$ cat src/rtl/z80_io_master_if.sv
// Command, Z80-style I/O pin and response signals of the I/O bus initiator.
// The master modport is the initiator side; the slave modport is the command source and bus target.
interface z80_io_master_if;
  logic       cmd_valid;
  logic       cmd_ready;
  logic       cmd_wr;
  logic [1:0] cmd_port;
  logic [7:0] cmd_data;
  logic [7:0] io_addr;
  logic       iorq_n;
  logic       rd_n;
  logic       wr_n;
  logic [7:0] io_dout;
  logic       io_doe;
  logic [7:0] io_din;
  logic       wait_n;
  logic       rsp_valid;
  logic [7:0] rsp_data;
  logic       rsp_timeout;

  modport master (
    input  cmd_valid, cmd_wr, cmd_port, cmd_data, io_din, wait_n,
    output cmd_ready, io_addr, iorq_n, rd_n, wr_n, io_dout, io_doe,
    output rsp_valid, rsp_data, rsp_timeout
  );

  modport slave (
    output cmd_valid, cmd_wr, cmd_port, cmd_data, io_din, wait_n,
    input  cmd_ready, io_addr, iorq_n, rd_n, wr_n, io_dout, io_doe,
    input  rsp_valid, rsp_data, rsp_timeout
  );
endinterface

$ cat src/rtl/z80_io_master.sv
// Bus initiator turning a valid/ready command stream into Z80-style I/O cycles
// (setup, strobe, hold, recover) with wait-state extension and timeout abort.
module z80_io_master #(
  parameter logic [7:0]  PORT_BASE   = 8'h98,
  parameter int unsigned SETUP_CYC   = 2,
  parameter int unsigned ACTIVE_CYC  = 4,
  parameter int unsigned HOLD_CYC    = 1,
  parameter int unsigned RECOVER_CYC = 3,
  parameter int unsigned WAIT_MAX    = 255
) (
  input logic             clk,
  input logic             reset,
  z80_io_master_if.master bus
);

  localparam int unsigned M1     = (SETUP_CYC > ACTIVE_CYC) ? SETUP_CYC : ACTIVE_CYC;
  localparam int unsigned M2     = (HOLD_CYC > RECOVER_CYC) ? HOLD_CYC : RECOVER_CYC;
  localparam int unsigned CntMax = (M1 > M2) ? M1 : M2;
  localparam int unsigned CntW   = (CntMax > 1) ? $clog2(CntMax) : 1;
  localparam int unsigned WaitW  = (WAIT_MAX > 0) ? $clog2(WAIT_MAX + 1) : 1;

  localparam logic [CntW-1:0]  SetupLd   = CntW'(SETUP_CYC - 1);
  localparam logic [CntW-1:0]  ActiveLd  = CntW'(ACTIVE_CYC - 1);
  localparam logic [CntW-1:0]  HoldLd    = CntW'(HOLD_CYC - 1);
  localparam logic [CntW-1:0]  RecoverLd = CntW'(RECOVER_CYC - 1);
  localparam logic [WaitW-1:0] WaitLim   = WaitW'(WAIT_MAX);

  typedef enum logic [2:0] {StIdle, StSetup, StActive, StHold, StRecover} state_e;

  state_e           state_q, state_d;
  logic [CntW-1:0]  cnt_q, cnt_d;
  logic [WaitW-1:0] wait_q, wait_d;
  logic             wr_q, wr_d;
  logic [7:0]       addr_q, addr_d;
  logic [7:0]       dout_q, dout_d;
  logic [7:0]       rdata_q, rdata_d;
  logic             timeout_q, timeout_d;
  logic [7:0]       rsp_data_q, rsp_data_d;
  logic             rsp_timeout_q, rsp_timeout_d;
  logic             cmd_ready;
  logic             accept;

  // Held low while reset is asserted so no command is taken in the reset cycle.
  assign cmd_ready = (state_q == StIdle) && !reset;
  assign accept    = bus.cmd_valid && cmd_ready;

  always_comb begin
    state_d       = state_q;
    cnt_d         = cnt_q;
    wait_d        = wait_q;
    wr_d          = wr_q;
    addr_d        = addr_q;
    dout_d        = dout_q;
    rdata_d       = rdata_q;
    timeout_d     = timeout_q;
    rsp_data_d    = rsp_data_q;
    rsp_timeout_d = rsp_timeout_q;
    unique case (state_q)
      StIdle: begin
        if (accept) begin
          state_d   = StSetup;
          cnt_d     = SetupLd;
          wait_d    = '0;
          timeout_d = 1'b0;
          rdata_d   = '0;
          wr_d      = bus.cmd_wr;
          addr_d    = PORT_BASE | {6'b0, bus.cmd_port};
          if (bus.cmd_wr) dout_d = bus.cmd_data;
        end
      end
      StSetup: begin
        if (cnt_q == '0) begin
          state_d = StActive;
          cnt_d   = ActiveLd;
        end else begin
          cnt_d = cnt_q - 1'b1;
        end
      end
      StActive: begin
        if (cnt_q != '0) begin
          cnt_d = cnt_q - 1'b1;
        end else if (bus.wait_n) begin
          rdata_d = bus.io_din;
          state_d = StHold;
          cnt_d   = HoldLd;
        end else if (WAIT_MAX != 0 && wait_q == WaitLim) begin
          // Target never released wait: abort and drop any data.
          timeout_d = 1'b1;
          rdata_d   = '0;
          state_d   = StHold;
          cnt_d     = HoldLd;
        end else if (WAIT_MAX != 0) begin
          wait_d = wait_q + 1'b1;
        end
      end
      StHold: begin
        if (cnt_q == '0) begin
          state_d       = StRecover;
          cnt_d         = RecoverLd;
          rsp_data_d    = (!wr_q && !timeout_q) ? rdata_q : 8'h00;
          rsp_timeout_d = timeout_q;
        end else begin
          cnt_d = cnt_q - 1'b1;
        end
      end
      StRecover: begin
        if (cnt_q == '0) begin
          state_d = StIdle;
        end else begin
          cnt_d = cnt_q - 1'b1;
        end
      end
      default: state_d = StIdle;
    endcase
  end

  always_ff @(posedge clk) begin
    if (reset) begin
      state_q       <= StIdle;
      cnt_q         <= '0;
      wait_q        <= '0;
      wr_q          <= 1'b0;
      addr_q        <= '0;
      dout_q        <= '0;
      rdata_q       <= '0;
      timeout_q     <= 1'b0;
      rsp_data_q    <= '0;
      rsp_timeout_q <= 1'b0;
    end else begin
      state_q       <= state_d;
      cnt_q         <= cnt_d;
      wait_q        <= wait_d;
      wr_q          <= wr_d;
      addr_q        <= addr_d;
      dout_q        <= dout_d;
      rdata_q       <= rdata_d;
      timeout_q     <= timeout_d;
      rsp_data_q    <= rsp_data_d;
      rsp_timeout_q <= rsp_timeout_d;
    end
  end

  assign bus.cmd_ready   = cmd_ready;
  assign bus.io_addr     = addr_q;
  assign bus.io_dout     = dout_q;
  assign bus.iorq_n      = (state_q != StActive);
  assign bus.rd_n        = !((state_q == StActive) && !wr_q);
  assign bus.wr_n        = !((state_q == StActive) && wr_q);
  assign bus.io_doe      = wr_q && ((state_q == StSetup) || (state_q == StActive) ||
                                    (state_q == StHold));
  assign bus.rsp_valid   = (state_q == StRecover) && (cnt_q == RecoverLd);
  assign bus.rsp_data    = rsp_data_q;
  assign bus.rsp_timeout = rsp_timeout_q;

endmodule

$ cat src/flat_wrapper.sv
// flat-port wrapper written by rule: the top's interface ports become plain ports
module z80_io_master_flat 
#(
  parameter logic [7:0]  PORT_BASE   = 8'h98,
  parameter int unsigned SETUP_CYC   = 2,
  parameter int unsigned ACTIVE_CYC  = 4,
  parameter int unsigned HOLD_CYC    = 1,
  parameter int unsigned RECOVER_CYC = 3,
  parameter int unsigned WAIT_MAX    = 255
)
  (clk, reset, bus_cmd_valid, bus_cmd_wr, bus_cmd_port, bus_cmd_data, bus_io_din, bus_wait_n, bus_cmd_ready, bus_io_addr, bus_iorq_n, bus_rd_n, bus_wr_n, bus_io_dout, bus_io_doe, bus_rsp_valid, bus_rsp_data, bus_rsp_timeout);
  z80_io_master_if bus_i ();
  input logic clk;
  input logic reset;
  input wire logic [$bits(bus_i.cmd_valid)-1:0] bus_cmd_valid;
  input wire logic [$bits(bus_i.cmd_wr)-1:0] bus_cmd_wr;
  input wire logic [$bits(bus_i.cmd_port)-1:0] bus_cmd_port;
  input wire logic [$bits(bus_i.cmd_data)-1:0] bus_cmd_data;
  input wire logic [$bits(bus_i.io_din)-1:0] bus_io_din;
  input wire logic [$bits(bus_i.wait_n)-1:0] bus_wait_n;
  output wire logic [$bits(bus_i.cmd_ready)-1:0] bus_cmd_ready;
  output wire logic [$bits(bus_i.io_addr)-1:0] bus_io_addr;
  output wire logic [$bits(bus_i.iorq_n)-1:0] bus_iorq_n;
  output wire logic [$bits(bus_i.rd_n)-1:0] bus_rd_n;
  output wire logic [$bits(bus_i.wr_n)-1:0] bus_wr_n;
  output wire logic [$bits(bus_i.io_dout)-1:0] bus_io_dout;
  output wire logic [$bits(bus_i.io_doe)-1:0] bus_io_doe;
  output wire logic [$bits(bus_i.rsp_valid)-1:0] bus_rsp_valid;
  output wire logic [$bits(bus_i.rsp_data)-1:0] bus_rsp_data;
  output wire logic [$bits(bus_i.rsp_timeout)-1:0] bus_rsp_timeout;
  assign bus_i.cmd_valid = bus_cmd_valid;
  assign bus_i.cmd_wr = bus_cmd_wr;
  assign bus_i.cmd_port = bus_cmd_port;
  assign bus_i.cmd_data = bus_cmd_data;
  assign bus_i.io_din = bus_io_din;
  assign bus_i.wait_n = bus_wait_n;
  assign bus_cmd_ready = bus_i.cmd_ready;
  assign bus_io_addr = bus_i.io_addr;
  assign bus_iorq_n = bus_i.iorq_n;
  assign bus_rd_n = bus_i.rd_n;
  assign bus_wr_n = bus_i.wr_n;
  assign bus_io_dout = bus_i.io_dout;
  assign bus_io_doe = bus_i.io_doe;
  assign bus_rsp_valid = bus_i.rsp_valid;
  assign bus_rsp_data = bus_i.rsp_data;
  assign bus_rsp_timeout = bus_i.rsp_timeout;
  z80_io_master #(.PORT_BASE(PORT_BASE), .SETUP_CYC(SETUP_CYC), .ACTIVE_CYC(ACTIVE_CYC), .HOLD_CYC(HOLD_CYC), .RECOVER_CYC(RECOVER_CYC), .WAIT_MAX(WAIT_MAX)) u_core (.clk(clk), .reset(reset), .bus(bus_i));
endmodule
$ cat config.mk
export PLATFORM = sky130hd
export DESIGN_NAME = z80_io_master_flat
export DESIGN_NICKNAME = d
export VERILOG_FILES = /design/src/rtl/z80_io_master_if.sv /design/src/rtl/z80_io_master.sv /design/src/flat_wrapper.sv
export SDC_FILE = /design/constraint.sdc
export NUM_CORES = 1
export LEC_CHECK = 0
export BUFFER_PORTS_ARGS = -buffer_cell sky130_fd_sc_hd__buf_4
export CAP_MARGIN = 20
export CORE_MARGIN = 5
export CORE_UTILIZATION = 55
export CTS_BUF_LIST = sky130_fd_sc_hd__clkbuf_8
export CTS_CLUSTER_SIZE = 10
export DETAILED_ROUTE_END_ITERATION = 10
export PLACE_DENSITY = 0.93
export SYNTH_ARGS = -nofsm -noshare
export SYNTH_HDL_FRONTEND = slang
export SYNTH_SLANG_ARGS = --single-unit
$ cat constraint.sdc
create_clock -name clk -period 3.6 [get_ports clk]
set_input_delay 0.18 -clock clk [delete_from_list [all_inputs] [get_ports clk]]
set_output_delay 0.18 -clock clk [all_outputs]
set_load 0.01 [all_outputs]
==> out/metrics.cfg <==
[timing]
setup_viol = 0
relSlewSlack_pct = 41.6
max_freq_mhz = 418
slew_violations = 0
finalCritPeriodShare_pct = 66.4
hold_viol = 0
tightest_slew_ps = 874
holdWs_ps = 110
rsz0062_at_grt = no
skew_ps = 4.77
worst_slack_ps = 1210
period_needed_ps = 2390
finalSetupTns_ps = 0

[route]
routed_wl_um = 4630
wl_per_cell_um = 14.4
vias_per_cell = 5.44
final_antenna_net_count = 0
dr.pass1.iters = 4
vias = 1747
drt_iter0_drc = 218
drc = 0

[final_layout]
stdcell_count = 321
drive_gt1_share_pct = 23.8
diodes = 0
final_nets = 299
multiInputGateArea_sq_um = 1020
seq_area_sq_um = 861
area_growth_pct = 21.6
fillers = 316
post-route-util_pct = 67.6
final_area_sq_um = 2440

[hold_path]
hold_class = in2reg
min_path_cells = 3

[logic_synthesis]
ys_seq_elements = 43
synth_cell_types = 41
synth.most_common_cell = dfxtp_1
avgSynthCellArea_sq_um = 8.71
synth_area_leader_cell = dfxtp_1
netlist_top_cells_count = dfxtp_1, nand2_1, nor2_1
synth_area_sq_um = 2000
synth_edf_count = 0
synth-main-ff-cell = dfxtp_1
synth_largest_type_area_fraction_pct = 42.9
ys_warn_count = 0
yosysSeqAreaShare_pct = 42.9
netlist_instances = 230
synth_area_leaders = dfxtp_1, mux2i_1, nand2_1
async_flop_share_pct = 0

[power_and_ir_drop]
p_total_mw = 1.03
power_switching_share_pct = 30.0
power.leakage_nw = 1.01
clockPowerShare_pct = 28.6
vdd_drop_max_mv = 0.253
switching_power_mw = 0.309
intPower_mw = 0.722
sequentialPowerShare_pct = 50.8
p_comb_share_pct = 20.5
power.density_nw_per_um2 = 423

[grt]
grt_max_degree = 30
grt_use_total_pct = 19.2
grt_pass1_vias = 1653
grt_antenna_before_repair = 0
grt_pass1_wl_um = 7680
grt-ovfl-total = 0

[floorplan]
initial_core_util_pct = 55.6
die_x_um = 70.4
coreArea_sq_um = 3610
die_h_um = 70.4
io_pins = 54
die_area_sq_um = 4950
placementRows = 22

[critical_path]
cp-start-kind = register
ff2ff_path_depth = 6
crit_type = reg2reg
cp.arrival_ps = 2560
cp.required_ps = 3770
crit_path_max_fanout = 12
end_kind = register

[placement]
post_dp_cell_area_sq_um = 2350
dp_cells = 313
pre_cts_slack_ps = 1300
dp.final_hpwl_um = 3330
routabilityCongestion = 0.819
io_buffers = 50

[clock_tree]
cts_resized = 0
cts_setup_buffers = 0
cts-hold-fix-buffers = 0
cts_inserted_buffers = 5
root_buffer = clkbuf_8
clk_latency_ps = 300
clkTransAtPathRegs_ps = 80
cts_buffer_depth = 2
cts.sinks = 43
cts_tree = built
htree_levels = 2

[run_status]
status = finished clean

[run]
maxCapViolations = 0

worst paths after layout:
path                                              from                endpoint  slack [ps]
worst max register to register         u_core.cnt_q[0]       u_core.rdata_q[4]        1210
worst max-delay path                   u_core.cnt_q[0]       u_core.rdata_q[4]        1210
worst min register to register  u_core.bus.rsp_data[4]  u_core.bus.rsp_data[4]         450
worst min-delay path                   bus_cmd_data[5]   u_core.bus.io_dout[5]         110
critical path, stage by stage, from the launching register on:
cell      delay (ps)
dfxtp_1          350
inv_1             90
ha_1             270
nand2_1          190
a21boi_1         730
a21boi_2         450
o21ai_0          180
final cells by class:
cell class | count | area share (%)
clock inverters | 3 | 0.667
inverters | 9 | 1.39
clock buffers | 5 | 2.82
multi-input cells | 163 | 41.9
repair buffers | 50 | 15.4
well taps | 48 | 2.46
flip-flops and latches | 43 | 35.3
state kept, by name, summed over array words and instances (netlist names):
signal                  count
u_core.bus.io_addr          3
u_core.bus.io_dout          8
u_core.bus.rsp_data         8
u_core.bus.rsp_timeout      1
u_core.cnt_q                2
u_core.rdata_q              8
u_core.state_q              3
u_core.timeout_q            1
u_core.wait_q               8
u_core.wr_q                 1
power groups by stage:
stage          registers, mW  clock network (mW)  logic [mW]
2_1_floorplan          0.523                   0       0.155
3_3_place_gp           0.533                   0       0.203
3_5_place_dp           0.535                   0       0.211
5_1_grt                0.529               0.323       0.230
6_report               0.524               0.295       0.212
4_1_cts                0.524               0.304       0.212
cell families after synthesis:
| family | after synthesis | synth area share [%] |
|---|---|---|
| XOR/XNOR | 1 | 0.437 |
| flip-flops | 43 | 42.9 |
| multiplexers | 14 | 6.99 |
| AND/OR/NAND/NOR | 96 | 25.8 |
| adder cells (fa/ha/maj) | 4 | 2.50 |
| buffers and inverters | 26 | 6.43 |
| other | 1 | 0.187 |
| AO/OA/AOI/OAI | 45 | 14.7 |
per-layer routing:
layer	global-route usage, %	up-vias	wire [um]
li1	-	880	-
met1	24.5	808	2050
met2	30.6	51	2220
met3	4.60	8	263
met4	8.51	0	93
met5	0	-	0
layout by cell type (no fill, tap or decap), types with 2 or more instances in the layout:
| cell | count |
|---|---|
| a21oi_1 | 16 |
| a31oi_1 | 6 |
| and3_1 | 4 |
| buf_4 | 50 |
| clkbuf_8 | 5 |
| conb_1 | 3 |
| dfxtp_1 | 43 |
| ha_1 | 4 |
| inv_1 | 10 |
| mux2i_1 | 14 |
| nand2_1 | 27 |
| nand2b_1 | 5 |
| nand3_1 | 14 |
| nand3b_1 | 2 |
| nand4_1 | 8 |
| nor2_1 | 23 |
| nor3_1 | 2 |
| nor3b_1 | 2 |
| nor3b_2 | 2 |
| o211ai_1 | 2 |
| o21ai_0 | 10 |
| or3b_1 | 2 |
No activity file was read; power rests on OpenSTA's default activity.
